File: config.mk
export PLATFORM = sky130hd
export DESIGN_NAME = minirisc_prog_loader
export DESIGN_NICKNAME = d
export VERILOG_FILES = /design/src/rtl/minirisc_pkg.sv /design/src/rtl/minirisc_prog_ram.sv /design/src/rtl/minirisc_prog_loader.sv
export SDC_FILE = /design/constraint.sdc
export NUM_CORES = 1
export LEC_CHECK = 0
export CORE_ASPECT_RATIO = 0.7
export CORE_MARGIN = 1
export CORE_UTILIZATION = 50
export DETAILED_ROUTE_END_ITERATION = 8
export HOLD_SLACK_MARGIN = 0.15
export PLACE_DENSITY = 0.74
export SKIP_LAST_GASP = 1
export SLEW_MARGIN = 40
export SYNTH_ARGS = -nofsm -noshare
export SYNTH_HDL_FRONTEND = slang
export SYNTH_SLANG_ARGS = --single-unit
File: constraint.sdc
create_clock -name clk -period 3.4 [get_ports clk]
set_clock_uncertainty 0.2 [all_clocks]
set_input_delay 0.34 -clock clk [delete_from_list [all_inputs] [get_ports clk]]
set_output_delay 0.34 -clock clk [all_outputs]
set_load 0.005 [all_outputs]
File: src/rtl/minirisc_pkg.sv
// ---------------------------------------------------------------------------
// minirisc_pkg
// Shared types for the minirisc program loader: loader FSM states, the
// default load-terminating opcode and the 16-bit instruction word layout.
// ---------------------------------------------------------------------------
package minirisc_pkg;

    typedef enum logic [1:0] {
        IDLE = 2'd0,
        LOAD = 2'd1,
        RUN  = 2'd2,
        DONE = 2'd3
    } state_t;

    localparam logic [7:0] END_OP_DEFAULT = 8'h00;
    localparam int         INST_W         = 16;

    typedef struct packed {
        logic [7:0] opcode;
        logic [7:0] operand;
    } inst_t;

endpackage

File: src/rtl/minirisc_prog_ram.sv
// ---------------------------------------------------------------------------
// minirisc_prog_ram
// DEPTH x 16-bit program buffer: one synchronous write port, one
// asynchronous (combinational) read port.
// Ports:
//   clk      in   write clock
//   i_we     in   write enable
//   i_waddr  in   write address (AW bits)
//   i_wdata  in   instruction word to store
//   i_raddr  in   read address (AW bits)
//   o_rdata  out  instruction word at i_raddr
// ---------------------------------------------------------------------------
module minirisc_prog_ram
    import minirisc_pkg::*;
#(
    parameter int DEPTH = 16,
    parameter int AW    = $clog2(DEPTH)
) (
    input  logic          clk,
    input  logic          i_we,
    input  logic [AW-1:0] i_waddr,
    input  inst_t         i_wdata,
    input  logic [AW-1:0] i_raddr,
    output inst_t         o_rdata
);

    inst_t r_mem [DEPTH];

    // NOTE: the array has no reset. Every entry is written before it is
    // read, so clearing it would add nothing but reset fan-out.
    always_ff @(posedge clk) begin
        if (i_we) begin
            r_mem[i_waddr] <= i_wdata;
        end
    end

    assign o_rdata = r_mem[i_raddr];

endmodule

File: src/rtl/minirisc_prog_loader.sv
// ---------------------------------------------------------------------------
// minirisc_prog_loader
// Captures opcode/operand byte pairs from the pad bus, stores them as
// 16-bit instruction words in a small program buffer, then issues them in
// order to the core over a valid/ready interface. An END_OP opcode ends
// the load; filling the buffer ends it too and sets the sticky overflow.
//
// Build option: define MINIRISC_LOOP_EN to make the program repeat from
// pc 0 after its last word (until flush/rst) instead of stopping in DONE.
//
// Ports:
//   clk, rst     clock, asynchronous active-high reset
//   flush        synchronous clear back to IDLE (beats any same-cycle
//                load write or issue handshake)
//   in_valid / in_ready / in_opcode / in_operand   program byte input
//   inst_valid / inst_ready / inst_word / inst_pc  instruction output
//   prog_len     number of stored instructions (AW+1 bits)
//   overflow     sticky: buffer filled before END_OP
//   busy         loader not IDLE
// ---------------------------------------------------------------------------
module minirisc_prog_loader
    import minirisc_pkg::*;
#(
    parameter int         DEPTH  = 16,
    parameter int         AW     = $clog2(DEPTH),
    parameter logic [7:0] END_OP = END_OP_DEFAULT
) (
    input  logic              clk,
    input  logic              rst,
    input  logic              flush,
    input  logic              in_valid,
    input  logic [7:0]        in_opcode,
    input  logic [7:0]        in_operand,
    output logic              in_ready,
    output logic              inst_valid,
    input  logic              inst_ready,
    output logic [INST_W-1:0] inst_word,
    output logic [AW-1:0]     inst_pc,
    output logic [AW:0]       prog_len,
    output logic              overflow,
    output logic              busy
);

    state_t        r_state;
    state_t        w_state_next;
    logic [AW-1:0] r_wptr;
    logic [AW-1:0] r_rptr;
    logic [AW:0]   r_prog_len;
    logic          r_overflow;

    logic          w_in_ready;
    logic          w_inst_valid;
    logic          w_wr_en;
    logic          w_rptr_inc;
    logic          w_rptr_clr;
    logic          w_len_load;
    logic [AW:0]   w_len_val;
    logic          w_ovf_set;
    logic          w_last;
    inst_t         w_wdata;
    inst_t         w_rdata;

    assign w_wdata = '{opcode: in_opcode, operand: in_operand};
    assign w_last  = ({1'b0, r_rptr} == (r_prog_len - (AW+1)'(1)));

    // ------------------------------------------------------------------
    // FSM state register
    // ------------------------------------------------------------------
    // NOTE: sequential state uses non-blocking assignments so every
    // register samples the pre-edge values regardless of block order.
    always_ff @(posedge clk or posedge rst) begin
        if (rst) begin
            r_state <= IDLE;
        end else begin
            r_state <= w_state_next;
        end
    end

    // ------------------------------------------------------------------
    // Next-state and control decode
    // ------------------------------------------------------------------
    // NOTE: every signal gets a default before the case so no path leaves
    // one unassigned, which would otherwise infer a latch.
    always_comb begin
        w_state_next = r_state;
        w_in_ready   = 1'b0;
        w_inst_valid = 1'b0;
        w_wr_en      = 1'b0;
        w_rptr_inc   = 1'b0;
        w_rptr_clr   = 1'b0;
        w_len_load   = 1'b0;
        w_len_val    = '0;
        w_ovf_set    = 1'b0;

        case (r_state)
            // IDLE treats its first pair exactly like LOAD does, so the two
            // share one decode. Refusing pairs during flush keeps a pair
            // from being accepted and then silently dropped.
            IDLE, LOAD: begin
                w_in_ready = ~flush;
                if (in_valid && w_in_ready) begin
                    if (in_opcode == END_OP) begin
                        w_len_load   = 1'b1;
                        w_len_val    = {1'b0, r_wptr};
                        w_state_next = (r_wptr == '0) ? IDLE : RUN;
                    end else begin
                        w_wr_en = 1'b1;
                        if (r_wptr == AW'(DEPTH - 1)) begin
                            // This write fills the buffer; wptr wraps to 0.
                            w_ovf_set    = 1'b1;
                            w_len_load   = 1'b1;
                            w_len_val    = (AW+1)'(DEPTH);
                            w_state_next = RUN;
                        end else begin
                            w_state_next = LOAD;
                        end
                    end
                end
            end

            RUN: begin
                w_inst_valid = 1'b1;
                if (inst_ready) begin
                    w_rptr_inc = 1'b1;
                    if (w_last) begin
`ifdef MINIRISC_LOOP_EN
                        w_rptr_clr = 1'b1;
`else
                        w_state_next = DONE;
`endif
                    end
                end
            end

            DONE: begin
                w_state_next = DONE;
            end
        endcase

        if (flush) begin
            w_state_next = IDLE;
        end
    end

    // ------------------------------------------------------------------
    // Pointers, program length, overflow flag
    // ------------------------------------------------------------------
    always_ff @(posedge clk or posedge rst) begin
        if (rst) begin
            r_wptr     <= '0;
            r_rptr     <= '0;
            r_prog_len <= '0;
            r_overflow <= 1'b0;
        end else if (flush) begin
            r_wptr     <= '0;
            r_rptr     <= '0;
            r_prog_len <= '0;
            r_overflow <= 1'b0;
        end else begin
            if (w_wr_en) begin
                r_wptr <= r_wptr + AW'(1);
            end
            if (w_rptr_clr) begin
                r_rptr <= '0;
            end else if (w_rptr_inc) begin
                r_rptr <= r_rptr + AW'(1);
            end
            if (w_len_load) begin
                r_prog_len <= w_len_val;
            end
            if (w_ovf_set) begin
                r_overflow <= 1'b1;
            end
        end
    end

    minirisc_prog_ram #(
        .DEPTH (DEPTH),
        .AW    (AW)
    ) u_ram (
        .clk     (clk),
        .i_we    (w_wr_en),
        .i_waddr (r_wptr),
        .i_wdata (w_wdata),
        .i_raddr (r_rptr),
        .o_rdata (w_rdata)
    );

    // in_ready is masked by rst so every output reads 0 while reset is held.
    assign in_ready   = w_in_ready & ~rst;
    assign inst_valid = w_inst_valid;
    assign inst_word  = w_inst_valid ? w_rdata : '0;
    assign inst_pc    = w_inst_valid ? r_rptr : '0;
    assign prog_len   = r_prog_len;
    assign overflow   = r_overflow;
    assign busy       = (r_state != IDLE);

endmodule

* Word level (Yosys, flattened, before mapping)
Memories as Yosys holds them, arrays and structs flattened.
Cells that the tools add are included.
W data, S select, Z words.
** Storage, ports and cells
- Word-level logic and storage cells :: 69
- Memories :: 1
- Memory bits (writable) :: 256
- Output and inout port bits :: 29
- Flip-flop bits (word level) :: 16
- Input port bits :: 21
** Operators by class
- Muxes and demuxes :: 38
- Bitwise operators :: 3
- Reductions and logical operators :: 11
- Add/subtract/negate cells :: 3
- Equal/unequal tests :: 8
** Memories
- u_ram.r_mem :: words 16, bits a word 16, rd ports 1, clocked after memory_dff 0, write ports 1, line minirisc_prog_ram.sv:27 : inst_t r_mem [DEPTH];
** Operator list (number)
- $mux W5 :: 6
- $mux W4 :: 5
- $mux W1 :: 18
- $mux W16 :: 1
- $mux W2 :: 7
- $reduce_bool A2 Y1 :: 5
- $ne A3 B3 Y1 const B :: 3
- $add A4 B1 Y4 const B :: 2
- $logic_not A8 Y1 :: 1
- $pmux W2 S3 :: 1
- $eq A4 B5 Y1 :: 1
- $sub A5 B1 Y5 const B :: 1
- $eq A2 B2 Y1 const B :: 2
- $eq A4 B4 Y1 const B :: 1
- $logic_not A4 Y1 :: 1
- $reduce_and A3 Y1 :: 1
- $eq A2 B1 Y1 const B :: 1
- $logic_not A2 Y1 :: 1
- $not A1 Y1 :: 2
- $reduce_or A2 Y1 :: 1
- $and A1 B1 Y1 :: 1
- $logic_and A1 B1 Y1 :: 1

* Logic depth before layout (Yosys ltp)
Gate-level depths: netlist (run 1).
- Word-level depth :: 7
- Depth in mapped cells :: 8
- Gate-level depth less buffers :: 7

* Cells and area by module
Synthesis (run 1) repeated with hierarchy kept, for this count alone.
** Second synthesis, totals
- Cells, all modules :: 530
- Area total of the unflattened synthesis :: 10776.6 µm²
** By module, submodules not included
- minirisc_prog_ram :: area an instance 9721.8 µm², times used 1, cells an instance 416, sequential area each 7687.4 µm²
- minirisc_prog_loader :: area an instance 1054.8 µm², times used 1, cells an instance 114, sequential area each 400.4 µm²

* Worst setup path after synthesis (run 1)
OpenSTA, ideal clock, no wires.
- Path type :: register to register
- Start point :: register r_state[1]
- End point :: memory u_ram.r_mem[3][0] (netlist name), enable pin
- Buffers on the path :: 0
- Period minus slack after synthesis :: 2.986 ns
- Cell stages (with the launch flop) :: 5
- Required time :: 2.791 ns
- Path slack :: 0.414 ns
- Library setup time :: 0.409 ns
- Arrival :: 2.376 ns
- Path through :: dfrtp_1 > nand2b_1 > a211oi_2 > nand2_1 > nor3_1
** Between the ends
- Cells in the longest elaborated chain, start to end :: 5
- Elaborated cells on any way between the ends :: 6
- Classes of those cells :: 1 x eq/ne; 3 x mux; 2 x reduce/logical
** RTL lines
- start, declared :: line minirisc_prog_loader.sv:44 : state_t r_state;
- start signal, assigned :: line minirisc_prog_loader.sv:75 : r_state <= w_state_next;
- $eq A2 B1 Y1 / $logic_not A2 Y1 (equally long branches) :: line minirisc_prog_loader.sv:95 : case (r_state)
- $reduce_or A2 Y1 * :: line minirisc_prog_loader.sv:95
- $mux W1 * :: line minirisc_prog_loader.sv:95
- $mux W1 * :: line minirisc_prog_ram.sv:32 : if (i_we) begin
- $mux W1 (not written as such) * :: line minirisc_prog_ram.sv:33 : r_mem[i_waddr] <= i_wdata;
- end, declared :: line minirisc_prog_ram.sv:27
Every way passes the cells marked *; elsewhere a longest branch is shown, timed or not.

* Worst setup path after layout (run 1)
- Start point :: register r_rptr[0]
- End point :: output port inst_word[8]
** Between the ends
- Cells in the longest elaborated chain, start to end :: 2
** RTL lines
- start, declared :: line minirisc_prog_loader.sv:47 : logic [AW-1:0] r_rptr;
- start signal, assigned :: line minirisc_prog_loader.sv:166 : r_rptr <= r_rptr + AW'(1);
- $mem_v2 Z16 W16
- $mux W16 :: line minirisc_prog_loader.sv:192 : assign inst_word = w_inst_valid ? w_rdata : '0;
- end, declared :: line minirisc_prog_loader.sv:37 : output logic [INST_W-1:0] inst_word,
Every way passes these cells.

==> flow_summary.toml, run 1 <==
[status]
status = "complete, but fails checks"
violations = "negative setup slack"

[global_route]
grt_start_max_net_pins = 70
grtUsageTotal_pct = 21.96
grt_pass1_vias = 5607
grt_remaining_overflow = 0
antenna_found_initial = 0
grt_pass1_wl_microns = 35250

[setup_path]
r2r_cells = 5
critical_path.endpoint = "inst_word[8]"
cp.required_ns = 2.86
cp_data_arrival_time_ns = 2.93
worst_setup_path_start_kind = "flop"
reg2reg_slack_ns = 0.64
endpoint_kind = "primary output"
worstPathMaxFanout = 6
r2r_start = "r_state[1]$_DFFE_PP0P_"
crit_type = "reg2out"
reg2reg_to = "u_ram.r_mem[4][8]$_DFFE_PP_"
crit_start = "r_rptr[0]$_DFFE_PP0P_"

[sta]
max_freq_mhz = 287.9
slew_violations = 0
fin_crit_sh_pct = 102.2
timing.final.hold_violations = 0
fin_ws_ns = -0.07312
min_period_ns = 3.473
max_slew_margin_pct = 56.13
rsz0062_at_grt = "true"
setup_viol = 3
worst_pin_slew_ns = 0.6556

[power_and_ir_drop]
p_leak_nw = 4.433
powerDensity_mw_per_mm2 = 508.2
power_frac_comb_pct = 2.2
p_seq_share_pct = 55.7
p_clk_share_pct = 42.1
power_switching_w = 0.001267
sw_frac_of_total_pct = 19.13
max-vdd-ir-drop_mv = 0.4994
p_int_w = 0.005356

[logic_synthesis]
synth_top_cell_area_share_pct = 71.22
synthTopCellsByArea = "edfxtp_1 71%, mux4_2 16%, dfrtp_1 3.7%"
synth_area_leader_cell = "edfxtp_1"
synth_edf_count = 256
ys_seq_area_share_pct = 74.93
synth.net_count = 526
synth.avg_cell_area_sq_um = 21.63
ys.flop_type = "edfxtp_1"
yosysUniqueCellTypes = 39
synth-async-reset-ratio_pct = 5.882
synth_seq_cells = 272
syn_inst = 499
synthesis.area_sq_mm = 0.01079
yosysWarnings = 0

[floorplanning]
coreArea_sq_mm = 0.02092
die_h_microns = 124.9
die-area_sq_mm = 0.02219
io_pins = 50
die_w_microns = 177.6
num_rows = 44
start_util_pct = 51.60

[layout]
area_growth_pct = 20.75
layout_commonest_cell = "edfxtp_1"
fin_nets = 640
layout-drive-gt1-share_pct = 30.05
final_cell_mix = "256 x edfxtp_1, 80 x mux4_2, 46 x buf_4"
diodes = 0
fin_cells = 905

[clock_network]
cts-htree-levels = 1
clk_path_buf_depth = 3
cts_tree = "built"
cts_root_buf = "clkbuf_16"
cts.sinks = 272
clk_pin_slew_ns = 0.06
clk-insertion-delay-late_ns = 0.52
cts_buffers = 25

[job]
maxCapViolations = 0

[route]
post_drt_via_cell_ratio = 6.073
drtIter0Drc = 688
wl_microns = 23590
wl_met1_microns = 10110
highest_layer = "met4"
detail-route-antenna-nets = 0
met2WireLength_microns = 11270
drcViolationCount = 0
wl_met3_microns = 1638
vias = 5496
dr.pass1.iters = 5
wl_per_cell_microns = 26.06

[place]
gp_congestion = 0.7787
portBuffers = 49
post-place-ws_ns = 0.2070
dpl.cell_count = 833
place.detailed.hpwl_microns = 13330

[hold_path]
min_path_type = "in2reg"
-- power groups by stage --
stage | Clock (W) | Combinational, W | Sequential [W]
5_1_grt | 0.00293 | 0.000156 | 0.00369
3_5_place_dp | 0 | 0.000144 | 0.00376
4_1_cts | 0.00282 | 0.000146 | 0.00369
6_report | 0.00279 | 0.000146 | 0.00369
2_1_floorplan | 0 | 0.0000453 | 0.00376
3_3_place_gp | 0 | 0.000136 | 0.00376
-- worst max-delay path: stages, from the launching register on --
cell	delay, ns
dfrtp_4	0.50
buf_12	0.16
buf_12	0.13
buf_16	0.13
buf_4	0.15
mux4_2	0.42
mux4_2	0.47
and2_4	0.17
dlygate4sd2_1	0.26
-- cell usage after synthesis (2+ instances only) --
master,number
edfxtp_1,256
mux4_2,76
nor2_1,23
and2_1,20
dfrtp_1,16
clkbuf_1,13
nand2_1,10
nor3_1,8
buf_2,7
ha_1,6
xor2_1,6
a21oi_1,5
inv_1,5
a22o_1,4
mux4_1,4
nand2b_1,4
nand3_1,4
xnor2_1,4
a21o_1,2
buf_1,2
buf_8,2
nand4_1,2
nor2b_1,2
nor4_1,2
or3_1,2
-- per-layer routing --
layer  vias up  global-route usage [%]
li1       2280                       -
met5         -                       0
met4         0                   5.480
met2       259                   34.67
met3        56                   3.224
met1      2901                   32.68
-- state kept, by name, indices dropped and copies added (netlist names) --
signal / count
u_ram.r_mem: 256
r_wptr: 4
r_state: 2
r_rptr: 4
prog_len: 5
overflow: 1
-- how the worst min path moves through the flow --
stage	from	endpoint	slack, ns	cells past startpoint
6_report	in_opcode[7]	u_ram.r_mem[0][15]$_DFFE_PP_	0.31	1
3_3_place_gp	overflow$_DFFE_PP0P_	overflow$_DFFE_PP0P_	0.33	1
4_1_cts	in_opcode[7]	u_ram.r_mem[0][15]$_DFFE_PP_	0.29	1
5_1_grt	in_opcode[7]	u_ram.r_mem[0][15]$_DFFE_PP_	0.30	1
3_5_place_dp	overflow$_DFFE_PP0P_	overflow$_DFFE_PP0P_	0.34	1
2_1_floorplan	rst	overflow$_DFFE_PP0P_	0.05	1
-- cells by family after synthesis --
kind of cell / share of synthesized area, %
buffers and inverters: 1.588
AOI/OAI and AO/OA: 1.287
DFF: 74.93
muxes: 16.83
and+or+nand+nor: 3.860
adders and majority gates: 0.6955
xor gates and xnor gates: 0.8114
-- per-stage QoR --
stage          util [%]  hold slack (ns)  total power, W  instance area, sq um  TNS, ns
6_report          62.30           0.3129        0.006624                 13030  -0.1091
5_1_grt           62.30           0.3048        0.006774                 13030  -0.4667
4_1_cts           61.30           0.2939        0.006654                 12820   -1.003
3_5_place_dp      56.75           0.3358        0.003904                 11870        0
3_3_place_gp      56.74           0.3309        0.003894                 11870        0
2_1_floorplan         -          0.05374        0.003804                 10790        0
-- area by class of cell --
class                           count  area (sq um)
Sequential cell                   272          8094
Fill cell                        1429          7886
Multi-Input combinational cell    196          2547
Timing Repair Buffer              113          1227
Clock buffer                       33         675.6
Tap cell                          276         345.3
Clock inverter                     10         125.1
Inverter                            5         18.77
-- what timing repair did --
item / in CTS / in global routing
buffers inserted: 7 / 18
hold endpoints to repair: 16 / 0
cloned: 2 / 1
resized for setup: 13 / 18
hold buffers: 1 / 0
endpoints found under the setup margin: 16 / 15
Note: power is estimated with default switching activity, not from simulation.
==> run 2, diff against run 1 <==
--- a/config.mk
+++ b/config.mk
@@ -8,6 +8,7 @@
 export CORE_ASPECT_RATIO = 0.7
 export CORE_MARGIN = 1
 export CORE_UTILIZATION = 50
+export CTS_BUF_LIST = sky130_fd_sc_hd__clkbuf_2 sky130_fd_sc_hd__clkbuf_4 sky130_fd_sc_hd__clkbuf_8
 export DETAILED_ROUTE_END_ITERATION = 8
 export HOLD_SLACK_MARGIN = 0.15
 export PLACE_DENSITY = 0.74
==> run 2 against run 1 <==
Compared with the run above:
- the run still ends with negative setup slack left
- die area unchanged
- clock-buffer cell count is 23 higher
- global-route usage increased by 0.29 points
- wire length decreased by 0.13%
- total power decreased by 1.7%
- sequential cell count did not move
- register-to-register slack lost 0.05 ns
- hold slack worse by 0.0053 ns
- fmax barely moved
- utilization fell by 0.40 points
- final cell count increased by 1.8%
- critical endpoint is now inst_word[4]
- largest power group unchanged
==> flow_summary.toml, run 2 (synthesis gave the netlist of run 1 again) <==
[hold_path]
worstHoldPathCells = 3
min_path_type = "in2reg"

[clock_network]
clk_pin_slew_ns = 0.07
cts_buffers = 40
cts.sinks = 272
cts_tree = "built"
clk-insertion-delay-late_ns = 0.53
cts-htree-levels = 2
clk_path_buf_depth = 3
cts_root_buf = "clkbuf_8"

[layout]
largest_reg_flops = 256
area_growth_pct = 19.97
layout_commonest_cell = "edfxtp_1"
largest_register = "u_ram.r_mem"
final_cell_mix = "256 x edfxtp_1, 79 x mux4_2, 46 x clkbuf_8"
diodes = 0
fin_nets = 645
stdcell_area_sq_mm = 0.01295
layout-drive-gt1-share_pct = 32.56

[place]
place_area_sq_mm = 0.01187
gp_congestion = 0.7787
portBuffers = 49
place.detailed.hpwl_microns = 13330

[route]
wl_per_cell_microns = 25.58
drcViolationCount = 0
detail-route-antenna-nets = 0
post_drt_via_cell_ratio = 5.986
wl_microns = 23560
dr.pass1.iters = 5
vias = 5513
drtIter0Drc = 650

[sta]
tns_ns = -0.3027
min_period_ns = 3.470
timing.final.hold_violations = 0
setup_viol = 10
fin_ws_ns = -0.06973
fin_crit_sh_pct = 102.1
rsz0062_at_grt = "true"
slew_violations = 0
whs_ns = 0.3076
max_slew_margin_pct = 51.45
max_freq_mhz = 288.2
worst_pin_slew_ns = 0.7256

[global_route]
grt_pass1_vias = 5697
grt_start_max_net_pins = 70
grt_pass1_wl_microns = 35460
grtUsageTotal_pct = 22.25
antenna_found_initial = 0
grt_remaining_overflow = 0

[power_and_ir_drop]
max-vdd-ir-drop_mv = 0.3061
p_leak_nw = 4.248
powerDensity_mw_per_mm2 = 502.9

[floorplanning]
die_h_microns = 124.9
num_rows = 44
io_pins = 50
start_util_pct = 51.60
coreArea_sq_mm = 0.02092
die_w_microns = 177.6
die-area_sq_mm = 0.02219

[job]
maxCapViolations = 0

[status]
violations = "negative setup slack"
status = "complete, but fails checks"

[setup_path]
r2r_cells = 5
endpoint_kind = "primary output"
crit_type = "reg2out"
worst_setup_path_start_kind = "flop"
cp_data_arrival_time_ns = 2.93
worstPathMaxFanout = 6
cp.required_ns = 2.86
==> run 2: cell count changes in the layout (fill, tap and decap cells not counted), sizes merged, moves of 2 or more <==
cell           before  now
dlymetal6s2s       12    3
clkbuf             34   59
clkinvlp            0    2
buf                62   51
clkinv              6    9
clkdlybuf4s50      35   43
==> run 2: worst max-delay path, stage by stage (launching register included) <==
cell	delay [ns]
dfrtp_4	0.44
buf_8	0.17
buf_4	0.14
mux4_1	0.57
mux4_2	0.47
and2_1	0.17
clkdlybuf4s50_1	0.43
==> run 2: layer usage <==
layer	track usage (%)	wire [microns]	part of all wire [%]
met5	0	0	0
met4	5.933	459	1.9
met3	4.532	1873	8.0
met2	33.98	11130	47
met1	33.17	10090	43
==> run 2: power breakdown <==
group	total, W	leakage (nW)	internal (W)	switching (W)
clock	0.00268	0.426	0.00149	0.00118
sequential	0.00369	2.52	0.00368	0.00000769
combinational	0.000146	1.30	0.0000569	0.0000889
total	0.00651	4.25	0.00523	0.00128
==> run 2: layout make-up <==
type	count	area (sq um)
Clock buffer	56	708.2
Timing Repair Buffer	103	1117
Multi-Input combinational cell	196	2554
Fill cell	1441	7970
Sequential cell	272	8094
Tap cell	276	345.3
Clock inverter	13	112.6
Inverter	5	18.77
==> run 2: final timing paths <==
| check | from | to | slack [ns] |
|---|---|---|---|
| max | r_rptr[0]$_DFFE_PP0P_ | inst_word[4] | -0.07 |
| min | inst_ready | r_rptr[1]$_DFFE_PP0P_ | 0.31 |
| max reg2reg | r_state[1]$_DFFE_PP0P_ | u_ram.r_mem[5][5]$_DFFE_PP_ | 0.59 |
| min reg2reg | overflow$_DFFE_PP0P_ | overflow$_DFFE_PP0P_ | 0.34 |
| max in group asynchronous | rst | r_rptr[0]$_DFFE_PP0P_ | 1.92 |
| min in group asynchronous | rst | r_wptr[2]$_DFFE_PP0P_ | 0.61 |
==> run 2: stage by stage <==
step | cells | total power [W] | worst slack, ns | utilization (%)
2_1_floorplan | 499 | 0.003804 | 0.4144 | -
3_3_place_gp | 833 | 0.003894 | 0.2995 | 56.74
3_5_place_dp | 833 | 0.003904 | 0.2070 | 56.75
4_1_cts | 912 | 0.006548 | -0.1398 | 61.44
5_1_grt | 921 | 0.006695 | -0.1718 | 61.90
6_report | 921 | 0.006512 | -0.06973 | 61.90
==> run 2: repair_timing <==
action | CTS | global route
cloned | 2 | 1
hold buffers | 1 | 0
endpoints found under the setup margin | 16 | 15
setup buffers | 7 | 8
gates resized for setup | 9 | 12
endpoints found under the hold margin | 16 | 0
==> run 3, diff against run 2 <==
--- a/config.mk
+++ b/config.mk
@@ -11,7 +11,7 @@
 export CTS_BUF_LIST = sky130_fd_sc_hd__clkbuf_2 sky130_fd_sc_hd__clkbuf_4 sky130_fd_sc_hd__clkbuf_8
 export DETAILED_ROUTE_END_ITERATION = 8
 export HOLD_SLACK_MARGIN = 0.15
-export PLACE_DENSITY = 0.74
+export PLACE_DENSITY = 0.7
 export SKIP_LAST_GASP = 1
 export SLEW_MARGIN = 40
 export SYNTH_ARGS = -nofsm -noshare
==> run 3 against run 2 <==
Compared with the run above:
- combinational power about the same
- total power fell by 2.8%
- sequential share of layout area about the same
- final cell count increased by 0.22%
- final area about the same
- wire length is essentially flat
- die area did not move
- critical path type unchanged
- utilization is essentially flat
- the run still ends with negative setup slack left
- sequential power hardly changed
- largest cell class unchanged
==> flow_summary.toml, run 3 (synthesis gave the netlist of run 1 again) <==
[route]
detail-route-antenna-nets = 0
post_drt_via_cell_ratio = 5.888
dr.pass1.iters = 5
drcViolationCount = 0
wl_per_cell_microns = 25.52
wl_microns = 23550
drtIter0Drc = 559
vias = 5435

[setup_path]
worst_setup_path_start_kind = "flop"
path_cells = "buf_4 -> clkbuf_16 -> mux4_2 -> mux4_2 -> and2_1 -> clkdlybuf4s50_1"
cp_slowest_cell = "mux4_2"
slowest_delay_ns = 0.52
crit_buf_inv = 3
cp_common_cell = "mux4_2"
cp.required_ns = 2.86
r2r_cells = 5
endpoint_kind = "primary output"
crit_type = "reg2out"
cp_data_arrival_time_ns = 2.91
cp_top_family = "multiplexers"
worstPathMaxFanout = 6
cp.depth = 6

[floorplanning]
num_rows = 44
coreArea_sq_mm = 0.02092
die-area_sq_mm = 0.02219
die_w_microns = 177.6
io_pins = 50
die_h_microns = 124.9
start_util_pct = 51.60

[global_route]
antenna_found_initial = 0
grt.busiest_layer = "met2"
grt_use_met1_pct = 32.60
met2_usage_pct = 33.98
met3_usage_pct = 3.923
grtUsageTotal_pct = 21.75
grt_start_max_net_pins = 55
grt_pass1_vias = 5603
grt_pass1_wl_microns = 34460
grt_remaining_overflow = 0

[sta]
slew_violations = 0
min_period_ns = 3.451
fin_ws_ns = -0.05119
rsz0062_at_grt = "true"
setup_viol = 9
max_freq_mhz = 289.8
max_slew_margin_pct = 44.26
worst_pin_slew_ns = 0.8352
timing.final.hold_violations = 0
fin_crit_sh_pct = 101.5

[place]
portBuffers = 49
place.detailed.hpwl_microns = 13160
place_area_sq_mm = 0.01192
gp_congestion = 0.8308

[power_and_ir_drop]
p_seq_share_pct = 58.3
p_int_w = 0.005066
powerDensity_mw_per_mm2 = 489.1
p_clk_share_pct = 39.4
power_frac_comb_pct = 2.3
max-vdd-ir-drop_mv = 0.3747
power_w = 0.006331
sw_frac_of_total_pct = 19.98
power_switching_w = 0.001265
p_leak_nw = 4.294

[clock_network]
cts.sinks = 272
cts_root_buf = "clkbuf_8"
cts-htree-levels = 2
clk_pin_slew_ns = 0.06
cts_tree = "built"
clk-insertion-delay-late_ns = 0.51
clk_path_buf_depth = 3
cts_buffers = 41

[layout]
stdcell_area_sq_mm = 0.01294
largest_register = "u_ram.r_mem"
layout-drive-gt1-share_pct = 32.77
layout_commonest_cell = "edfxtp_1"
fin_nets = 650
final_cell_mix = "256 x edfxtp_1, 76 x mux4_2, 43 x clkdlybuf4s50_1"
largest_reg_flops = 256
area_growth_pct = 19.90
diodes = 0

[status]
violations = "negative setup slack"
status = "complete, but fails checks"

[hold_path]
worstHoldPathCells = 3
min_path_type = "in2reg"

[job]
maxCapViolations = 0
-- run 3: cell types whose count changed in the layout (fill, tap and decap cells not counted), sizes merged --
cell          before  now
buf               51   55
clkbuf            59   61
bufinv             2    0
dlymetal6s2s       3    6
dlygate4sd2        1    0
clkinv             9    7
clkinvlp           2    0
bufbuf             1    0
inv                5    6
-- run 3: metrics by stage --
stage          hold slack (ns)  utilization [%]  setup WS (ns)  cells  setup TNS (ns)
2_1_floorplan          0.05374                -         0.4144    499               0
3_3_place_gp            0.2946            56.96         0.3114    834               0
3_5_place_dp            0.2999            56.96         0.2756    834               0
4_1_cts                 0.2897            60.91        -0.1011    907         -0.8518
5_1_grt                 0.3068            61.87        -0.1318    923          -1.242
6_report                0.3028            61.87       -0.05119    923         -0.2756
-- run 3: layer usage --
metal  wire [microns]  vias up
met5                0        -
met4              271        0
met3             1670       26
met2            11300      220
met1            10310     2872
li1                 -     2317
-- run 3: final timing paths --
kind                                        start                          end  slack [ns]
max                         r_rptr[0]$_DFFE_PP0P_                inst_word[11]       -0.05
min                                    inst_ready        r_rptr[1]$_DFFE_PP0P_        0.30
max reg2reg                r_state[1]$_DFFE_PP0P_  u_ram.r_mem[0][3]$_DFFE_PP_        0.63
min reg2reg                  overflow$_DFFE_PP0P_         overflow$_DFFE_PP0P_        0.31
max in group asynchronous                     rst        r_rptr[0]$_DFFE_PP0P_        1.90
min in group asynchronous                     rst         overflow$_DFFE_PP0P_        0.63
-- run 3: tightest hold or removal path, cell delays in order --
cell and delay, ns:
clkdlybuf4s50_1 0.47, nand3_1 0.11, a21oi_1 0.05
-- run 3: area by class of cell --
type,count,area (sq um)
clock inverters,8,37.54
well taps,276,345.3
repair buffers,107,1165
flip-flops and latches,272,8093
multi-input cells,196,2577
inverters,5,18.77
clock buffers,59,705.7
fillers,1439,7978
-- run 3: power groups by stage --
| stage | Combinational [W] | Clock (W) | Sequential [W] |
|---|---|---|---|
| final | 0.000146 | 0.00249 | 0.00369 |
| after global routing | 0.000157 | 0.00268 | 0.00369 |
| after detailed placement | 0.000145 | 0 | 0.00376 |
| after CTS | 0.000146 | 0.00254 | 0.00369 |
| after floorplan | 0.0000453 | 0 | 0.00376 |
| after global placement | 0.000136 | 0 | 0.00376 |
-- run 3: timing repair --
action | CTS | global route
gates cloned | 1 | 3
setup buffers | 4 | 13
resized for setup | 2 | 9
hold buffers | 1 | 0
setup endpoints to repair | 14 | 16
hold endpoints to repair | 16 | 0
